$ cat src/rtl/slice_sched_pkg.sv
`default_nettype none
// ============================================================================
//  Module      : slice_sched_pkg
//  Description : Shared definitions for the three-slice RAM scheduler:
//                slice count, slice-state encoding, slice-select encoding
//                and small helpers used by slice_sched and slice_ptr.
//  Revision    : 1.0  initial release
// ============================================================================
package slice_sched_pkg;

    localparam int c_NSLC = 3;

    // Per-slice lifecycle state
    typedef logic [1:0] slc_state_t;
    localparam slc_state_t c_ST_FREE     = 2'd0;
    localparam slc_state_t c_ST_FILLING  = 2'd1;
    localparam slc_state_t c_ST_FULL     = 2'd2;
    localparam slc_state_t c_ST_DRAINING = 2'd3;

    // Slice select as driven onto the RAM; 2'b11 is never used
    typedef logic [1:0] slc_sel_t;
    localparam slc_sel_t c_SLC0 = 2'b00;
    localparam slc_sel_t c_SLC1 = 2'b01;
    localparam slc_sel_t c_SLC2 = 2'b10;

    // Ring successor 0 -> 1 -> 2 -> 0
    function automatic slc_sel_t next_slc(input slc_sel_t s);
        return (s == c_SLC2) ? c_SLC0 : slc_sel_t'(s + 2'd1);
    endfunction

    // A slice may take producer words
    function automatic logic is_writable(input slc_state_t st);
        return (st == c_ST_FREE) || (st == c_ST_FILLING);
    endfunction

    // A slice holds words for the consumer
    function automatic logic is_readable(input slc_state_t st);
        return (st == c_ST_FULL) || (st == c_ST_DRAINING);
    endfunction

endpackage
`default_nettype wire

$ cat src/rtl/slice_sched_ptr.sv
`default_nettype none
// ============================================================================
//  Module      : slice_ptr
//  Description : Two-bit modulo-3 slice pointer; steps to the next slice
//                whenever i_adv is high.
//  Revision    : 1.0  initial release
// ============================================================================
module slice_ptr
    import slice_sched_pkg::*;
(
    input  logic     clk,
    input  logic     rst,
    input  logic     i_adv,
    output slc_sel_t o_ptr
);

    slc_sel_t r_ptr;

    // Pointer register: reset to slice 0, advance around the ring
    always_ff @(posedge clk) begin
        if (rst) begin
            r_ptr <= c_SLC0;
        end else if (i_adv) begin
            r_ptr <= next_slc(r_ptr);
        end
    end

    assign o_ptr = r_ptr;

endmodule
`default_nettype wire

$ cat src/rtl/slice_sched.sv
`default_nettype none
// ============================================================================
//  Module      : slice_sched
//  Description : Schedules three RAM slices as a ring buffer between a
//                producer (write side) and a consumer (read side). Each
//                slice moves FREE -> FILLING -> FULL -> DRAINING -> FREE.
//                Optional status outputs (fill, err) are built only when
//                the macro SLICE_SCHED_STATUS_EN is defined.
//  Revision    : 1.0  initial release
// ============================================================================
module slice_sched
    import slice_sched_pkg::*;
#(
    parameter int DEPTH = 40,
    parameter int AW    = 6
) (
    input  logic          clk,
    input  logic          rst,
    input  logic          wr_valid,
    input  logic          wr_last,
    output logic          wr_ready,
    input  logic          rd_en,
    output logic          rd_ready,
    output logic          rd_dvalid,
    output logic          rd_dlast,
    output logic          wren,
    output logic [AW-1:0] wraddr,
    output logic [1:0]    wrslc,
    output logic [AW-1:0] rdaddr,
    output logic [1:0]    rdslc,
    output logic [1:0]    fill,
    output logic          err
);

    slc_state_t    r_st  [c_NSLC];
    logic [AW-1:0] r_len [c_NSLC];
    logic [AW-1:0] r_wcnt;
    logic [AW-1:0] r_rcnt;
    logic [AW-1:0] r_rdaddr_q;
    slc_sel_t      r_rdslc_q;
    logic          r_dvalid;
    logic          r_dlast;

    slc_sel_t      w_wptr;
    slc_sel_t      w_rptr;
    logic          w_wr_ready;
    logic          w_rd_ready;
    logic [AW-1:0] w_cur_len;
    logic          w_wren;
    logic          w_wclose;
    logic          w_rd_acc;
    logic          w_rclose;

    slice_ptr u_wptr (
        .clk   (clk),
        .rst   (rst),
        .i_adv (w_wclose),
        .o_ptr (w_wptr)
    );

    slice_ptr u_rptr (
        .clk   (clk),
        .rst   (rst),
        .i_adv (w_rclose),
        .o_ptr (w_rptr)
    );

    // Handshake decode from registered slice state only
    always_comb begin
        w_wr_ready = 1'b0;
        w_rd_ready = 1'b0;
        w_cur_len  = '0;
        for (int i = 0; i < c_NSLC; i++) begin
            if (w_wptr == slc_sel_t'(i)) begin
                w_wr_ready = is_writable(r_st[i]);
            end
            if (w_rptr == slc_sel_t'(i)) begin
                w_rd_ready = is_readable(r_st[i]);
                w_cur_len  = r_len[i];
            end
        end
        w_wren   = wr_valid & w_wr_ready;
        w_wclose = w_wren & (wr_last | (r_wcnt == AW'(DEPTH - 1)));
        w_rd_acc = rd_en & w_rd_ready;
        w_rclose = w_rd_acc & (r_rcnt == (w_cur_len - AW'(1)));
    end

    // Slice state and stored length; write and read touch different slices
    always_ff @(posedge clk) begin
        if (rst) begin
            for (int i = 0; i < c_NSLC; i++) begin
                r_st[i]  <= c_ST_FREE;
                r_len[i] <= '0;
            end
        end else begin
            for (int i = 0; i < c_NSLC; i++) begin
                if (w_wren && (w_wptr == slc_sel_t'(i))) begin
                    r_st[i] <= w_wclose ? c_ST_FULL : c_ST_FILLING;
                    if (w_wclose) begin
                        r_len[i] <= r_wcnt + AW'(1);
                    end
                end
                if (w_rd_acc && (w_rptr == slc_sel_t'(i))) begin
                    r_st[i] <= w_rclose ? c_ST_FREE : c_ST_DRAINING;
                end
            end
        end
    end

    // Word counters within the current write and read slices
    always_ff @(posedge clk) begin
        if (rst) begin
            r_wcnt <= '0;
            r_rcnt <= '0;
        end else begin
            if (w_wclose) begin
                r_wcnt <= '0;
            end else if (w_wren) begin
                r_wcnt <= r_wcnt + AW'(1);
            end
            if (w_rclose) begin
                r_rcnt <= '0;
            end else if (w_rd_acc) begin
                r_rcnt <= r_rcnt + AW'(1);
            end
        end
    end

    // Read address hold and one-cycle-delayed data-valid to match RAM latency
    always_ff @(posedge clk) begin
        if (rst) begin
            r_rdaddr_q <= '0;
            r_rdslc_q  <= c_SLC0;
            r_dvalid   <= 1'b0;
            r_dlast    <= 1'b0;
        end else begin
            if (w_rd_acc) begin
                r_rdaddr_q <= r_rcnt;
                r_rdslc_q  <= w_rptr;
            end
            r_dvalid <= w_rd_acc;
            r_dlast  <= w_rclose;
        end
    end

    assign wr_ready  = w_wr_ready;
    assign wren      = w_wren;
    assign wraddr    = r_wcnt;
    assign wrslc     = w_wptr;
    assign rd_ready  = w_rd_ready;
    assign rdaddr    = w_rd_acc ? r_rcnt : r_rdaddr_q;
    assign rdslc     = w_rd_acc ? w_rptr : r_rdslc_q;
    assign rd_dvalid = r_dvalid;
    assign rd_dlast  = r_dlast;

`ifdef SLICE_SCHED_STATUS_EN
    logic [1:0] w_fill;
    logic       r_err;

    // Count slices holding unread data
    always_comb begin
        w_fill = 2'd0;
        for (int i = 0; i < c_NSLC; i++) begin
            w_fill = w_fill + {1'b0, is_readable(r_st[i])};
        end
    end

    // Sticky protocol error: stray wr_last or read of an empty buffer
    always_ff @(posedge clk) begin
        if (rst) begin
            r_err <= 1'b0;
        end else if ((wr_last & ~wr_valid) | (rd_en & ~w_rd_ready)) begin
            r_err <= 1'b1;
        end
    end

    assign fill = w_fill;
    assign err  = r_err;
`else
    assign fill = 2'd0;
    assign err  = 1'b0;
`endif

endmodule
`default_nettype wire

$ cat config.mk
export PLATFORM = sky130hd
export DESIGN_NAME = slice_sched
export DESIGN_NICKNAME = d
export VERILOG_FILES = /design/src/rtl/slice_sched_pkg.sv /design/src/rtl/slice_sched_ptr.sv /design/src/rtl/slice_sched.sv
export SDC_FILE = /design/constraint.sdc
export NUM_CORES = 1
export LEC_CHECK = 0
export ABC_AREA = 0
export BUFFER_PORTS_ARGS = -buffer_cell sky130_fd_sc_hd__clkbuf_2
export CAP_MARGIN = 5
export CELL_PAD_IN_SITES_DETAIL_PLACEMENT = 2
export CELL_PAD_IN_SITES_GLOBAL_PLACEMENT = 2
export CORE_MARGIN = 10
export CORE_UTILIZATION = 37
export DETAILED_ROUTE_END_ITERATION = 10
export PLACE_DENSITY = 0.76
export SETUP_SLACK_MARGIN = 0.2
export SLEW_MARGIN = 20
export SYNTH_ARGS = -nofsm -noshare
export SYNTH_HDL_FRONTEND = slang
export SYNTH_SLANG_ARGS = --single-unit
$ cat constraint.sdc
create_clock -name clk -period 3 [get_ports clk]
set_input_delay 0.15 -clock clk [delete_from_list [all_inputs] [get_ports clk]]
set_output_delay 0.15 -clock clk [all_outputs]
set_load 0.01 [all_outputs]
==> metrics.yaml, run 1 <==
drc: 0
synth_top_flop_cell: "dfxtp_1"
internal_power_mw: 0.9379
ioPinCount: 29
skew_ns: 0.006765
synthAdderAreaFrac: 0.01581
p_per_area_nw_per_um2: 475.6
dr.pass1.iters: 4
finalHoldViolCount: 0
final_nets: 260
drt_iter0_markers: 44
cp.arrival_ns: 2.79
start_kind: "flip-flop"
antenna_cells: 0
period_minus_slack_ns: 2.599
reg2reg_setup_slack_ns: 0.40
ir_drop_mv: 0.2345
synth_cells: 226
cp.required_ns: 3.19
initial_core_util: 0.3781
p_sw_frac: 0.2597
clockPowerShare: 0.313
dp.final_hpwl_microns: 4610
place.port_buffers: 25
p_switching_mw: 0.3290
die_x_microns: 100.1
htree_levels: 2
drive_above_1_share: 0.2253
clk_latency_ns: 0.30
synthDistinctLibCells: 49
tightestPinTransition_ns: 0.6240
layout_setup_ws_ns: 0.4015
cts_buffer_depth: 2
yosysWarnings: 0
ys_seq_elements: 47
status: "finished, final reports clean"
synth_compound_area_frac: 0.09647
p_comb_frac: 0.126
p_seq_frac: 0.561
critPathMaxFanout: 9
wl_microns: 5982
place_ws_ns: 0.1447
setup_viol: 0
period_share: 0.8662
cts_hold_buf: 0
viasPerCell: 5.382
synth_mux_area_frac: 0.09805
numClockSinks: 47
detail_route.wl_per_cell_microns: 18.13
leakage_nw: 1.026
gp_congestion: 0.7675
synth_simple_gate_area_share: 0.1798
tns_ns: 0
core_area_sq_um: 6277
grt_pass1_wl_microns: 10190
drtAntennaViolNets: 0
grt_pass1_vias: 1961
synth_top_family_by_area: "simple AND/OR/NAND/NOR gates"
cts_tree: "yes"
syn_area_per_cell_sq_um: 10.50
synth_edf_count: 21
cts_root_buffer: "clkbuf_8"
rsz0062_at_grt: "no"
synth_area_sq_um: 2374
synth-seq-area-share: 0.4850
grt_max_degree: 25
overflow: 0
fmax_mhz: 384.8
die-height_microns: 100.1
rows: 29
relSlewSlack: 0.5830
clk_pin_slew_worst_paths_ns: 0.09
final_cell_mix: "clkbuf_2, dfxtp_1, edfxtp_1"
antenna_found_initial: 0
async_reset_ff_frac: 0
cts_buffers: 5
track_usage: 0.1251
cap_violations: 0
synth-xor-area-share: 0.07380
end_kind: "flip-flop"
hp-class: "in -> reg"
via_count: 1776
die_area_sq_um: 10020
critical_path_class: "reg -> reg"
syn_to_final_growth_pct: 12.23
drv_slew: 0
-- final cells by class --
type	count	area (sq um)
fillers	672	3613
clock buffers	7	86.33
multi-input cells	160	1121
well taps	77	96.34
clock inverters	1	5.005
repair buffers	32	177.7
flip-flops and latches	47	1155
inverters	6	22.52
-- critical path, cell delays in order (launching register included) --
cell and delay (ns):
dfxtp_4 0.40, nor2b_2 0.23, o2bb2ai_1 0.21, inv_1 0.08
ha_1 0.24, or3_1 0.35, o211ai_1 0.10, o221a_1 0.22
o2111a_2 0.32, mux2_1 0.33
-- cell usage after synthesis, drive strengths merged, types with 2 or more instances --
library cell  instances  area (sq um)
a21oi                 3         15.01
and2                  8         50.05
and3                  3         18.77
buf                  10         76.32
clkbuf                5         18.77
dfxtp                26         520.5
edfxtp               21         630.6
ha                    3         37.54
inv                   6         22.52
mux2                 10         112.6
mux2i                12         120.1
nand2                17         63.81
nand2b                2         12.51
nand3                 7         35.03
nand3b                2         15.01
nand4                 2         12.51
nor2                 18         67.56
nor2b                 3         18.77
nor3                 16         80.08
nor4                  2         12.51
o21ai                 6         41.29
o22ai                 2         12.51
o2bb2ai               4         53.80
xnor2                12         105.1
xor2                  8         70.07
-- power groups by stage --
stage          Clock [mW]  Sequential [mW]  Combinational (mW)
6_report            0.397            0.711               0.159
5_1_grt             0.440            0.714               0.180
4_1_cts             0.414            0.712               0.161
3_5_place_dp            0            0.727               0.160
3_3_place_gp            0            0.725               0.154
2_1_floorplan           0            0.720               0.115
-- per-stage QoR --
step | cell area (sq um) | total power, mW | std cells | hold slack, ns | utilization
detailed placement | 2545 | 0.8874 | 320 | 0.5434 | 0.4054
global route | 2664 | 1.334 | 330 | 0.2961 | 0.4244
floorplan | 2381 | 0.8350 | 228 | 0.2339 | -
CTS | 2640 | 1.287 | 328 | 0.2969 | 0.4206
global placement | 2545 | 0.8794 | 320 | 0.5393 | 0.4054
finish | 2664 | 1.267 | 330 | 0.2729 | 0.4244
-- what timing repair did --
item / 4_1_cts / 5_1_grt
resized for setup: 2 / 2
buffers inserted: 0 / 2
setup endpoints to repair: 2 / 25
-- routing by layer --
metal | up-vias | track usage | part of all wire
li1 | 854 | - | -
met1 | 892 | 0.1531 | 0.46
met2 | 23 | 0.2140 | 0.50
met3 | 7 | 0.02266 | 0.020
met4 | 0 | 0.04565 | 0.014
met5 | - | 0 | 0
-- registers in the layout (all words and copies together), names as in the netlist --
name          count
u_rptr.o_ptr      2
wraddr            6
rd_dvalid         1
r_rdaddr_q        6
r_st              3
r_rcnt            6
r_rdslc_q         2
u_wptr.o_ptr      2
rd_dlast          1
r_len            18
-- final timing paths --
check                                startpoint               to  cells past startpoint
worst min register to register     r_rdslc_q[1]     r_rdslc_q[1]                      2
worst max register to register  u_rptr.o_ptr[0]  u_rptr.o_ptr[0]                      9
worst min-delay path                    wr_last        wraddr[4]                      3
worst max-delay path            u_rptr.o_ptr[0]  u_rptr.o_ptr[0]                      9
-- cell families (layout without fill, tap and decap cells) --
family	Yosys count	count (layout)
compound gates	27	27
xor+xnor	20	20
fa+ha+maj	3	3
buf+inv	21	46
flops	47	47
mux	22	22
other cells	1	3
simple gates	85	85
Note: power is estimated with default switching activity, not from simulation.
==> inputs of run 2 (changes only) <==
--- a/config.mk
+++ b/config.mk
@@ -5,13 +5,13 @@
 export SDC_FILE = /design/constraint.sdc
 export NUM_CORES = 1
 export LEC_CHECK = 0
-export ABC_AREA = 0
+export ABC_AREA = 1
 export BUFFER_PORTS_ARGS = -buffer_cell sky130_fd_sc_hd__clkbuf_2
 export CAP_MARGIN = 5
 export CELL_PAD_IN_SITES_DETAIL_PLACEMENT = 2
 export CELL_PAD_IN_SITES_GLOBAL_PLACEMENT = 2
 export CORE_MARGIN = 10
-export CORE_UTILIZATION = 37
+export CORE_UTILIZATION = 34
 export DETAILED_ROUTE_END_ITERATION = 10
 export PLACE_DENSITY = 0.76
 export SETUP_SLACK_MARGIN = 0.2
==> run 2 against run 1 <==
Against the previous run:
- largest power group unchanged
- clock skew is 0.0023 ns higher
- routed wire length is 33% higher
- highest routed layer unchanged
- first-iteration DRC count is 91% higher
- maximum frequency is 3.6% higher
- worst setup slack better by 0.091 ns
- synthesized area is 9.2% higher
- largest cell class is now multi-input combinational cells
- register-to-register slack better by 0.09 ns
- die area is 15% higher
==> metrics.yaml, run 2 <==
status: "finished, final reports clean"
largest_reg_flops: 18
ys_seq_elements: 47
rows: 31
yosysTopAreaCellShare: 0.2434
grt_pass1_vias: 2509
ir_drop_mv: 0.2014
numClockSinks: 47
drtAntennaViolNets: 0
ioPinCount: 29
synth_edf_count: 21
dp_cells: 444
cts_root_buffer: "clkbuf_8"
top_register: "r_len"
via_count: 2207
cts_buffer_depth: 2
drive_above_1_share: 0.2096
cp.arrival_ns: 2.57
clockPowerShare: 0.294
finalPower_mw: 1.324
cp.required_ns: 3.06
final_nets: 360
clk_pin_slew_worst_paths_ns: 0.09
antenna_cells: 0
fmax_mhz: 398.8
leakage_nw: 1.273
synth_commonest_cells: "nand2_1, inv_1, nor2_1"
core_area_sq_um: 7331
post_cts_buffers: 0
syn_area_per_cell_sq_um: 7.973
p_sw_frac: 0.2974
viasPerCell: 4.883
cts_hold_buf: 0
period_minus_slack_ns: 2.508
synthDistinctLibCells: 34
p_comb_frac: 0.167
hp-class: "in -> reg"
synth_area_sq_um: 2591
drt_iter0_markers: 84
internal_power_mw: 0.9306
p_seq_frac: 0.540
critPathMaxFanout: 9
tns_ns: 0
die_x_microns: 107.3
initial_core_util: 0.3535
gp_congestion: 0.7719
highest_layer: "met4"
end_kind: "flip-flop"
period_share: 0.8359
async_reset_ff_frac: 0
drc: 0
place_area_sq_um: 2796
final_common_cell: "nand2_1"
met3WireLength_microns: 272
antenna_found_initial: 0
met2WireLength_microns: 4299
htree_levels: 2
final_cell_mix: "nand2_1, inv_1, nor2_1"
synth-seq-area-share: 0.4442
p_switching_mw: 0.3939
fin_util: 0.3932
synth_top_flop_cell: "dfxtp_1"
clk_latency_ns: 0.30
cts_tree: "yes"
yosysMostFrequentCell: "nand2_1"
dr.pass1.iters: 4
finalHoldViolCount: 0
synth_top_cell_by_area: "edfxtp_1"
rsz0062_at_grt: "no"
cap_violations: 0
tightestPinTransition_ns: 0.5081
synth_cells: 325
cts_buffers: 5
drv_slew: 0
die_area_sq_um: 11510
instances_no_fill: 452
relSlewSlack: 0.6609
setup_viol: 0
grt_max_degree: 19
skew_ns: 0.009068
detail_route.wl_per_cell_microns: 17.54
die-height_microns: 107.3
dp.final_hpwl_microns: 6396
track_usage: 0.1455
p_per_area_nw_per_um2: 459.5
syn_to_final_growth_pct: 11.25
start_kind: "flip-flop"
grt_pass1_wl_microns: 13310
yosysWarnings: 0
wl_microns: 7929
overflow: 0
wl_met1_microns: 3261
synthTopCellsByArea: "edfxtp_1, dfxtp_1, nand2_1"
critical_path_class: "reg -> reg"
place.port_buffers: 25
design_area_sq_um: 2883
## run 2: cells by family (layout without fill, tap and decap cells)
family,after synthesis,count (layout),synth area share
AOI/OAI and AO/OA,29,29,0.06615
xor gates and xnor gates,11,11,0.03718
other,1,3,0.001447
and+or+nand+nor,180,180,0.3433
buffers and inverters,54,80,0.09319
DFF,47,47,0.4442
adders and majority gates,3,3,0.01449
## run 2: final cells by class
class,count,area [sq um]
clock buffer,6,72.57
sequential,47,1152
clock inverter,2,12.51
timing repair buffer,27,140.1
tap,99,123.9
multi-input combinational,226,1206
fill,879,4448
inverter,45,175.2
## run 2: timing repair
item | 4_1_cts | 5_1_grt
gates resized for setup | 0 | 1
hold endpoints to repair | 0 | 0
endpoints found under the setup margin | 0 | 1
## run 2: final timing paths
path,from,end,slack (ns),depth (start not counted)
max,u_rptr.o_ptr[1],r_st[2][1],0.49,13
min,rd_en,rd_dvalid,0.16,3
max reg2reg,u_rptr.o_ptr[1],r_st[2][1],0.49,13
min reg2reg,r_rdaddr_q[0],r_rdaddr_q[0],0.48,2
## run 2: critical path: stages (launching register included)
cell and delay [ns]:
dfxtp_1 0.59, inv_4 0.12, nand3_1 0.10, nand2_1 0.11, nor2_4 0.15, ha_1 0.25, xor2_1 0.18, nand2_1 0.07
nor2_1 0.14, nand2_1 0.08, nor2_2 0.14, nand3_4 0.15, nand2_1 0.10, o21ai_1 0.08
## run 2: per-layer routing
layer / up-vias / GRT usage
met5: - / 0
met4: 0 / 0.03772
met3: 6 / 0.03234
met2: 32 / 0.2705
met1: 1073 / 0.1619
li1: 1096 / -
## run 2: power groups by stage
stage | clock network [mW] | registers [mW] | logic [mW]
global route | 0.425 | 0.718 | 0.252
floorplan | 0 | 0.725 | 0.154
detailed placement | 0 | 0.730 | 0.225
finish | 0.389 | 0.715 | 0.221
CTS | 0.402 | 0.715 | 0.226
global placement | 0 | 0.727 | 0.214
## run 2: stage by stage
stage | setup slack (ns) | hold WS [ns]
6_report | 0.4922 | 0.1580
5_1_grt | 0.2442 | 0.1835
4_1_cts | 0.4263 | 0.1561
3_5_place_dp | 0.4617 | 0.4658
3_3_place_gp | 0.5950 | 0.4572
2_1_floorplan | 0.8582 | 0.2233
